<file path="src/rtl/main_ram_arbiter_pkg.sv">
// Shared definitions for the main_ram arbiter: RAM bus geometry, the
// granted-request payload and a small index-width helper.
package main_ram_arbiter_pkg;

  localparam int unsigned RAM_ADDR_W     = 15;
  localparam int unsigned RAM_DATA_W     = 32;
  localparam int unsigned RAM_BE_W       = 4;
  localparam int unsigned RAM_RD_LATENCY = 1;
  localparam int unsigned STARVE_W       = 8;

  // Fields of the request currently driven onto the RAM bus.
  typedef struct packed {
    logic                  write;
    logic [RAM_ADDR_W-1:0] addr;
    logic [RAM_DATA_W-1:0] wrdata;
    logic [RAM_BE_W-1:0]   bytesel;
  } ram_req_t;

  // Index width for an n-entry vector, never less than one bit.
  function automatic int unsigned idx_width(input int unsigned n);
    return (n > 1) ? $clog2(n) : 1;
  endfunction

endpackage

</file>
<file path="src/rtl/main_ram_arbiter_if.sv">
// Requester-side bus of the main_ram arbiter.
//   master : requesters drive req_*, receive req_ack / rd_valid / rd_data
//   slave  : the arbiter
// Flattened fields: port i occupies [i*W +: W].
interface main_ram_arbiter_if
  import main_ram_arbiter_pkg::*;
#(
  parameter int unsigned NUM_REQ = 4
);

  logic [NUM_REQ-1:0]            req_valid;
  logic [NUM_REQ-1:0]            req_write;
  logic [NUM_REQ*RAM_ADDR_W-1:0] req_addr;
  logic [NUM_REQ*RAM_DATA_W-1:0] req_wrdata;
  logic [NUM_REQ*RAM_BE_W-1:0]   req_wrbytesel;
  logic [NUM_REQ-1:0]            req_ack;
  logic [NUM_REQ-1:0]            rd_valid;
  logic [RAM_DATA_W-1:0]         rd_data;

  modport master (
    output req_valid, req_write, req_addr, req_wrdata, req_wrbytesel,
    input  req_ack, rd_valid, rd_data
  );

  modport slave (
    input  req_valid, req_write, req_addr, req_wrdata, req_wrbytesel,
    output req_ack, rd_valid, rd_data
  );

endinterface

</file>
<file path="src/rtl/main_ram_arbiter_rr_arbiter.sv">
// Round-robin picker: grants the first set request scanning from ptr_i
// upward with wrap-around.
//   req_i   : request vector
//   ptr_i   : index to start the scan at
//   gnt_o   : one-hot grant
//   idx_o   : encoded grant index
//   valid_o : any grant
module rr_arbiter
  import main_ram_arbiter_pkg::*;
#(
  parameter int unsigned N = 3,
  localparam int unsigned IDX_W = idx_width(N)
) (
  input  logic [N-1:0]     req_i,
  input  logic [IDX_W-1:0] ptr_i,
  output logic [N-1:0]     gnt_o,
  output logic [IDX_W-1:0] idx_o,
  output logic             valid_o
);

  // Scan N candidates starting at ptr_i; the first hit wins.
  always_comb begin
    int unsigned     cand;
    logic [IDX_W-1:0] c;
    gnt_o   = '0;
    idx_o   = '0;
    valid_o = 1'b0;
    cand    = 0;
    c       = '0;
    for (int unsigned off = 0; off < N; off++) begin
      cand = (32'(ptr_i) + off) % N;
      c    = IDX_W'(cand);
      if (!valid_o && req_i[c]) begin
        valid_o  = 1'b1;
        gnt_o[c] = 1'b1;
        idx_o    = c;
      end
    end
  end

endmodule

</file>
<file path="src/rtl/main_ram_arbiter.sv">
// Arbiter in front of the single-port main_ram. Port 0 (host) has fixed
// priority, capped at STARVE_LIMIT consecutive grants while others wait;
// ports 1..NUM_REQ-1 share the rest round-robin. One access per clock,
// grant and RAM fields combinational, read data returned one cycle later.
//   clk, rst_n     : clock, async active-low reset
//   bus            : requester interface (slave side)
//   ram_addr/ram_wrdata/ram_wrbytesel/ram_write : to main_ram
//   ram_rddata     : from main_ram, passed through to bus.rd_data
module main_ram_arbiter
  import main_ram_arbiter_pkg::*;
#(
  parameter int unsigned NUM_REQ      = 4,
  parameter int unsigned STARVE_LIMIT = 8
) (
  input  logic                  clk,
  input  logic                  rst_n,
  main_ram_arbiter_if.slave     bus,
  output logic [RAM_ADDR_W-1:0] ram_addr,
  output logic [RAM_DATA_W-1:0] ram_wrdata,
  output logic [RAM_BE_W-1:0]   ram_wrbytesel,
  output logic                  ram_write,
  input  logic [RAM_DATA_W-1:0] ram_rddata
);

  localparam int unsigned RR_N     = NUM_REQ - 1;
  localparam int unsigned RR_IDX_W = idx_width(RR_N);
  localparam logic [STARVE_W-1:0]  STARVE_MAX = STARVE_W'(STARVE_LIMIT);
  localparam logic [RR_IDX_W-1:0]  RR_LAST    = RR_IDX_W'(RR_N - 1);

  // rr_ptr_q holds (port - 1), so reset value 0 points at port 1.
  logic [RR_IDX_W-1:0] rr_ptr_q, rr_ptr_d;
  logic [STARVE_W-1:0] starve_cnt_q, starve_cnt_d;
  logic [NUM_REQ-1:0]  rd_valid_q, rd_valid_d;

  logic                other_pending_c;
  logic                grant0_c;
  logic [RR_N-1:0]     rr_req_c;
  logic [RR_N-1:0]     rr_gnt_c;
  logic [RR_IDX_W-1:0] rr_idx_c;
  logic                rr_valid_c;
  logic [NUM_REQ-1:0]  ack_c;
  ram_req_t            sel_c;

  rr_arbiter #(
    .N (RR_N)
  ) u_rr (
    .req_i   (rr_req_c),
    .ptr_i   (rr_ptr_q),
    .gnt_o   (rr_gnt_c),
    .idx_o   (rr_idx_c),
    .valid_o (rr_valid_c)
  );

  // Grant decision; rst_n gates all grants so nothing is acked in reset.
  always_comb begin
    other_pending_c = |bus.req_valid[NUM_REQ-1:1];
    grant0_c = rst_n & bus.req_valid[0] &
               ((starve_cnt_q < STARVE_MAX) | ~other_pending_c);
    rr_req_c = rst_n ? bus.req_valid[NUM_REQ-1:1] : '0;
    ack_c    = '0;
    if (grant0_c) begin
      ack_c[0] = 1'b1;
    end else if (rr_valid_c) begin
      ack_c = {rr_gnt_c, 1'b0};
    end
  end

  // One-hot AND-OR mux of the granted port's fields; zero when idle.
  always_comb begin
    sel_c = '0;
    for (int i = 0; i < NUM_REQ; i++) begin
      if (ack_c[i]) begin
        sel_c.write   = bus.req_write[i];
        sel_c.addr    = bus.req_addr[i*RAM_ADDR_W +: RAM_ADDR_W];
        sel_c.wrdata  = bus.req_wrdata[i*RAM_DATA_W +: RAM_DATA_W];
        sel_c.bytesel = bus.req_wrbytesel[i*RAM_BE_W +: RAM_BE_W];
      end
    end
  end

  // Next state for priority counter, round-robin pointer and read return.
  always_comb begin
    starve_cnt_d = starve_cnt_q;
    rr_ptr_d     = rr_ptr_q;
    rd_valid_d   = ack_c & ~bus.req_write;
    if (grant0_c) begin
      if (!other_pending_c) begin
        starve_cnt_d = '0;
      end else if (starve_cnt_q < STARVE_MAX) begin
        starve_cnt_d = starve_cnt_q + STARVE_W'(1);
      end
    end else if (rr_valid_c) begin
      starve_cnt_d = '0;
      rr_ptr_d     = (rr_idx_c == RR_LAST) ? '0 : rr_idx_c + RR_IDX_W'(1);
    end
  end

  always_ff @(posedge clk or negedge rst_n) begin
    if (!rst_n) begin
      rr_ptr_q     <= '0;
      starve_cnt_q <= '0;
      rd_valid_q   <= '0;
    end else begin
      rr_ptr_q     <= rr_ptr_d;
      starve_cnt_q <= starve_cnt_d;
      rd_valid_q   <= rd_valid_d;
    end
  end

  assign bus.req_ack    = ack_c;
  assign bus.rd_valid   = rd_valid_q;
  assign bus.rd_data    = ram_rddata;
  assign ram_addr       = sel_c.addr;
  assign ram_wrdata     = sel_c.wrdata;
  assign ram_wrbytesel  = sel_c.bytesel;
  assign ram_write      = sel_c.write;

endmodule

</file>
<file path="src/flat_wrapper.sv">
// flat-port wrapper written by rule: the top's interface ports become plain ports
module main_ram_arbiter_flat import main_ram_arbiter_pkg::*;
#(
  parameter int unsigned NUM_REQ      = 4,
  parameter int unsigned STARVE_LIMIT = 8
)
  (clk, rst_n, ram_addr, ram_wrdata, ram_wrbytesel, ram_write, ram_rddata, bus_req_valid, bus_req_write, bus_req_addr, bus_req_wrdata, bus_req_wrbytesel, bus_req_ack, bus_rd_valid, bus_rd_data);
  main_ram_arbiter_if #(.NUM_REQ(NUM_REQ)) bus_i ();
  input  logic clk;
  input  logic rst_n;
  output logic [RAM_ADDR_W-1:0] ram_addr;
  output logic [RAM_DATA_W-1:0] ram_wrdata;
  output logic [RAM_BE_W-1:0] ram_wrbytesel;
  output logic ram_write;
  input  logic [RAM_DATA_W-1:0] ram_rddata;
  input wire logic [$bits(bus_i.req_valid)-1:0] bus_req_valid;
  input wire logic [$bits(bus_i.req_write)-1:0] bus_req_write;
  input wire logic [$bits(bus_i.req_addr)-1:0] bus_req_addr;
  input wire logic [$bits(bus_i.req_wrdata)-1:0] bus_req_wrdata;
  input wire logic [$bits(bus_i.req_wrbytesel)-1:0] bus_req_wrbytesel;
  output wire logic [$bits(bus_i.req_ack)-1:0] bus_req_ack;
  output wire logic [$bits(bus_i.rd_valid)-1:0] bus_rd_valid;
  output wire logic [$bits(bus_i.rd_data)-1:0] bus_rd_data;
  assign bus_i.req_valid = bus_req_valid;
  assign bus_i.req_write = bus_req_write;
  assign bus_i.req_addr = bus_req_addr;
  assign bus_i.req_wrdata = bus_req_wrdata;
  assign bus_i.req_wrbytesel = bus_req_wrbytesel;
  assign bus_req_ack = bus_i.req_ack;
  assign bus_rd_valid = bus_i.rd_valid;
  assign bus_rd_data = bus_i.rd_data;
  main_ram_arbiter #(.NUM_REQ(NUM_REQ), .STARVE_LIMIT(STARVE_LIMIT)) u_core (.clk(clk), .rst_n(rst_n), .bus(bus_i), .ram_addr(ram_addr), .ram_wrdata(ram_wrdata), .ram_wrbytesel(ram_wrbytesel), .ram_write(ram_write), .ram_rddata(ram_rddata));
endmodule
</file>
<file path="config.mk">
export PLATFORM = sky130hd
export DESIGN_NAME = main_ram_arbiter_flat
export DESIGN_NICKNAME = d
export VERILOG_FILES = /design/src/rtl/main_ram_arbiter_pkg.sv /design/src/rtl/main_ram_arbiter_if.sv /design/src/rtl/main_ram_arbiter_rr_arbiter.sv /design/src/rtl/main_ram_arbiter.sv /design/src/flat_wrapper.sv
export SDC_FILE = /design/constraint.sdc
export NUM_CORES = 1
export LEC_CHECK = 0
export CAP_MARGIN = 40
export CORE_AREA = 4 4 130 132
export CTS_BUF_LIST = sky130_fd_sc_hd__clkbuf_4
export DETAILED_ROUTE_END_ITERATION = 12
export DIE_AREA = 0 0 134 136
export PLACE_DENSITY = 0.74
export SLEW_MARGIN = 5
export SYNTH_ARGS = -nofsm -noshare
export SYNTH_HDL_FRONTEND = slang
export SYNTH_SLANG_ARGS = --single-unit
</file>
<file path="constraint.sdc">
create_clock -name clk -period 3.26 [get_ports clk]
set_clock_uncertainty 0.15 [all_clocks]
set_input_delay 0.489 -clock clk [delete_from_list [all_inputs] [get_ports clk]]
set_output_delay 0.489 -clock clk [all_outputs]
set_load 0.005 [all_outputs]
</file>
==> impl_metrics.json <==
{
  "yosysMostFrequentCell": "nand2b_1",
  "hold_path_class": "primary input to asynchronous set/reset pin",
  "place_congestion": 0.8400,
  "ant_nets": 0,
  "dp.cells": 838,
  "cts_buffers": 3,
  "wirelength_um": 19110,
  "routedWlPerCell_um": 21.19,
  "clock-root-buffer": "clkbuf_4",
  "netlist.area_leader.share_pct": 13.13,
  "syn_nets": 628,
  "rsz0062_at_grt": "yes",
  "r2r_start": "u_core.rr_ptr_q[0]$_DFFE_PN0P_",
  "path_class": "flip-flop to output port",
  "clock_latency_ps": 280,
  "synth_xor_xnor_area_share_pct": 0,
  "die_w_um": 134,
  "setup_violations": 52,
  "powerDensity_nw_per_um2": 723.1,
  "fin_ws_ps": -269.7,
  "failed_checks": "negative setup slack",
  "start_util_pct": 21.29,
  "grt_max_degree": 29,
  "leakage_nw": 2.851,
  "grt_first_pass_wirelength_um": 26670,
  "synth_top_family_by_area": "compound AO/OA/AOI/OAI gates",
  "critPathArrivalTime_ps": 2890,
  "grt-ovfl-total": 0,
  "max-cap-violations": 0,
  "slew_headroom_pct": 69.58,
  "routed_via_density": 4.997,
  "cts_buffer_depth": 2,
  "fp.dieArea_sq_um": 18220,
  "tritoncts": "built",
  "via_count": 4507,
  "synthCells": 377,
  "yosysTopAreaCell": "a32oi_2",
  "antenna_found_initial": 0,
  "netlist_top_cells_count": "nand2b_1 (44), o21ai_1 (39), buf_4 (37), a22oi_1 (33), a32oi_2 (27)",
  "peakVddDrop_mv": 0.2812,
  "yosys.area_share.simple_pct": 17.66,
  "cts_sinks": 14,
  "syn_area_per_cell_sq_um": 8.871,
  "timing.fmax_mhz": 283.3,
  "critPathLaunchType": "flip-flop",
  "grt_usage_pct": 18.89,
  "async_reset_ff_share_pct": 100.0,
  "fin_crit_sh_pct": 108.3,
  "grt_pass1_vias": 4770,
  "htreeDepth": 1,
  "first_iter_violations": 159,
  "clk_pin_slew_ps": 80,
  "drcViolationCount": 0,
  "cp_data_required_time_ps": 2620,
  "ios": 338,
  "io_buffers": 273,
  "crit_start": "u_core.rr_ptr_q[0]$_DFFE_PN0P_",
  "synth_edf_count": 0,
  "slew_violations": 0,
  "fin_area_sq_um": 7385,
  "drive_gt1_share_pct": 41.55,
  "ys_seq_area_share_pct": 10.48,
  "first_pass_iters": 5,
  "crit_fanout": 6,
  "placed_area_sq_um": 6250,
  "tns_ps": -11600,
  "fin_cells": 902,
  "fp-row-count": 46,
  "area_delta_synth_final_pct": 120.8,
  "yosysWarnings": 0,
  "synth_seq_cells": 14,
  "synth_fa_ha_area_share_pct": 1.871,
  "cts_hold_buf": 0,
  "status": "complete, but fails checks",
  "coreArea_sq_um": 15710,
  "fin_crit_ps": 3530,
  "fin_nets": 938,
  "synth.distinct_cells": 54,
  "syn-cell-area_sq_um": 3344,
  "antenna_cells": 0,
  "tightest_slew_ps": 455.3,
  "synthFlopType": "dfrtp_1",
  "hold_violations": 0,
  "end_kind": "output port",
  "dieHeight_um": 136,
  "dpl.hpwl_um": 12290,
  "synth.area.top_cells": "a32oi_2 (13%), dfrtp_1 (10%), buf_4 (8.3%), nand2b_1 (8.2%), a22oi_1 (7.4%)",
  "synth_compound_area_share_pct": 48.11,
  "synth_mux_area_share_pct": 2.768
}
-- area by class of cell --
| class | count | area (sq um) |
|---|---|---|
| flip-flops and latches | 14 | 351.6 |
| inverters | 7 | 26.28 |
| well taps | 216 | 270.3 |
| clock inverters | 1 | 3.754 |
| repair buffers | 381 | 3984 |
| clock buffers | 3 | 22.52 |
| multi-input cells | 280 | 2726 |
| fillers | 1486 | 8328 |
-- power breakdown --
group | internal, mW | switching, mW | leakage, nW
Clock | 0.0445 | 0.0557 | 0.0154
Sequential | 0.201 | 0.0198 | 0.189
Combinational | 2.78 | 2.24 | 2.65
Total | 3.02 | 2.32 | 2.85
-- critical path, cell delays in order, from the launching register on --
cell	delay [ps]
dfrtp_1	400
buf_6	130
ha_4	180
mux2i_4	210
buf_6	150
o21a_1	210
a221oi_4	300
nor4_4	70
buf_6	140
buf_12	130
buf_12	120
buf_16	130
a22oi_2	220
a32oi_2	80
buf_2	130
-- metal layers --
layer / GRT usage, % / routed length [um] / vias up
li1: - / - / 2077
met5: 0 / 0 / -
met1: 20.62 / 7159 / 2127
met4: 6.857 / 529 / 0
met2: 35.46 / 9868 / 268
met3: 4.515 / 1555 / 35
-- layout by cell type (no fill, tap or decap), types with 2 or more instances in the layout --
| cell type | count |
|---|---|
| buf_8 | 2 |
| o21ai_2 | 8 |
| nand4b_1 | 4 |
| a211oi_4 | 2 |
| a32oi_2 | 36 |
| buf_16 | 13 |
| ha_4 | 2 |
| clkbuf_4 | 3 |
| nor3_1 | 2 |
| nand2b_4 | 6 |
| dfrtp_1 | 13 |
| clkbuf_16 | 2 |
| or2b_2 | 3 |
| nand2b_1 | 39 |
| clkdlybuf4s50_1 | 214 |
| inv_2 | 2 |
| a22oi_1 | 20 |
| buf_6 | 19 |
| o21ai_0 | 9 |
| mux2i_4 | 3 |
| buf_12 | 25 |
| nand4_1 | 2 |
| inv_1 | 5 |
| ha_1 | 3 |
| nor2b_1 | 3 |
| dlygate4sd2_1 | 5 |
| nand2b_2 | 6 |
| a22oi_2 | 32 |
| buf_4 | 45 |
| nand2_1 | 3 |
| a32oi_1 | 15 |
| and2_1 | 5 |
| buf_2 | 54 |
| o21ai_1 | 39 |
| nor2_1 | 3 |
| a21oi_1 | 2 |
| nand3b_1 | 2 |
-- registers in the layout (all words and copies together) (netlist names) --
name                 flops
u_core.starve_cnt_q      8
u_core.bus.rd_valid      4
u_core.rr_ptr_q          2
-- per-stage QoR --
step / total power [mW] / setup slack [ps] / utilization, % / hold WS [ps]
after global routing: 5.664 / -374.2 / 47.00 / 312.7
after CTS: 5.141 / -252.8 / 45.84 / 275.9
final: 5.340 / -269.7 / 47.00 / 310.0
after global placement: 3.867 / -572.5 / 39.78 / 313.7
after floorplan: 2.192 / 294.0 / - / 43.41
after detailed placement: 3.906 / -635.5 / 39.78 / 317.2
-- worst paths after layout --
check | endpoint | slack [ps] | cells after the start
worst max-delay path | ram_wrdata[7] | -270 | 14
worst min-delay path | u_core.rr_ptr_q[0]$_DFFE_PN0P_ | 310 | 2
worst max register to register | u_core.rr_ptr_q[0]$_DFFE_PN0P_ | 640 | 13
worst min register to register | u_core.starve_cnt_q[2]$_DFFE_PN0P_ | 340 | 1
max in group asynchronous | u_core.starve_cnt_q[3]$_DFFE_PN0P_ | 2460 | 2
min in group clk | u_core.starve_cnt_q[2]$_DFFE_PN0P_ | 340 | 1
-- repair_timing --
item                                    in CTS  in global routing
gates cloned                                20                  2
endpoints found under the setup margin      56                 55
resized for setup                          309                 34
pin swaps                                   60                 19
setup buffers                               35                  7
-- cell families after synthesis --
kind of cell | count (synthesis)
adder cells (fa/ha/maj) | 5
AO/OA/AOI/OAI | 179
AND/OR/NAND/NOR | 89
buffers and inverters | 83
multiplexers | 7
flip-flops | 14
Power figures use the tool's default switching activity.
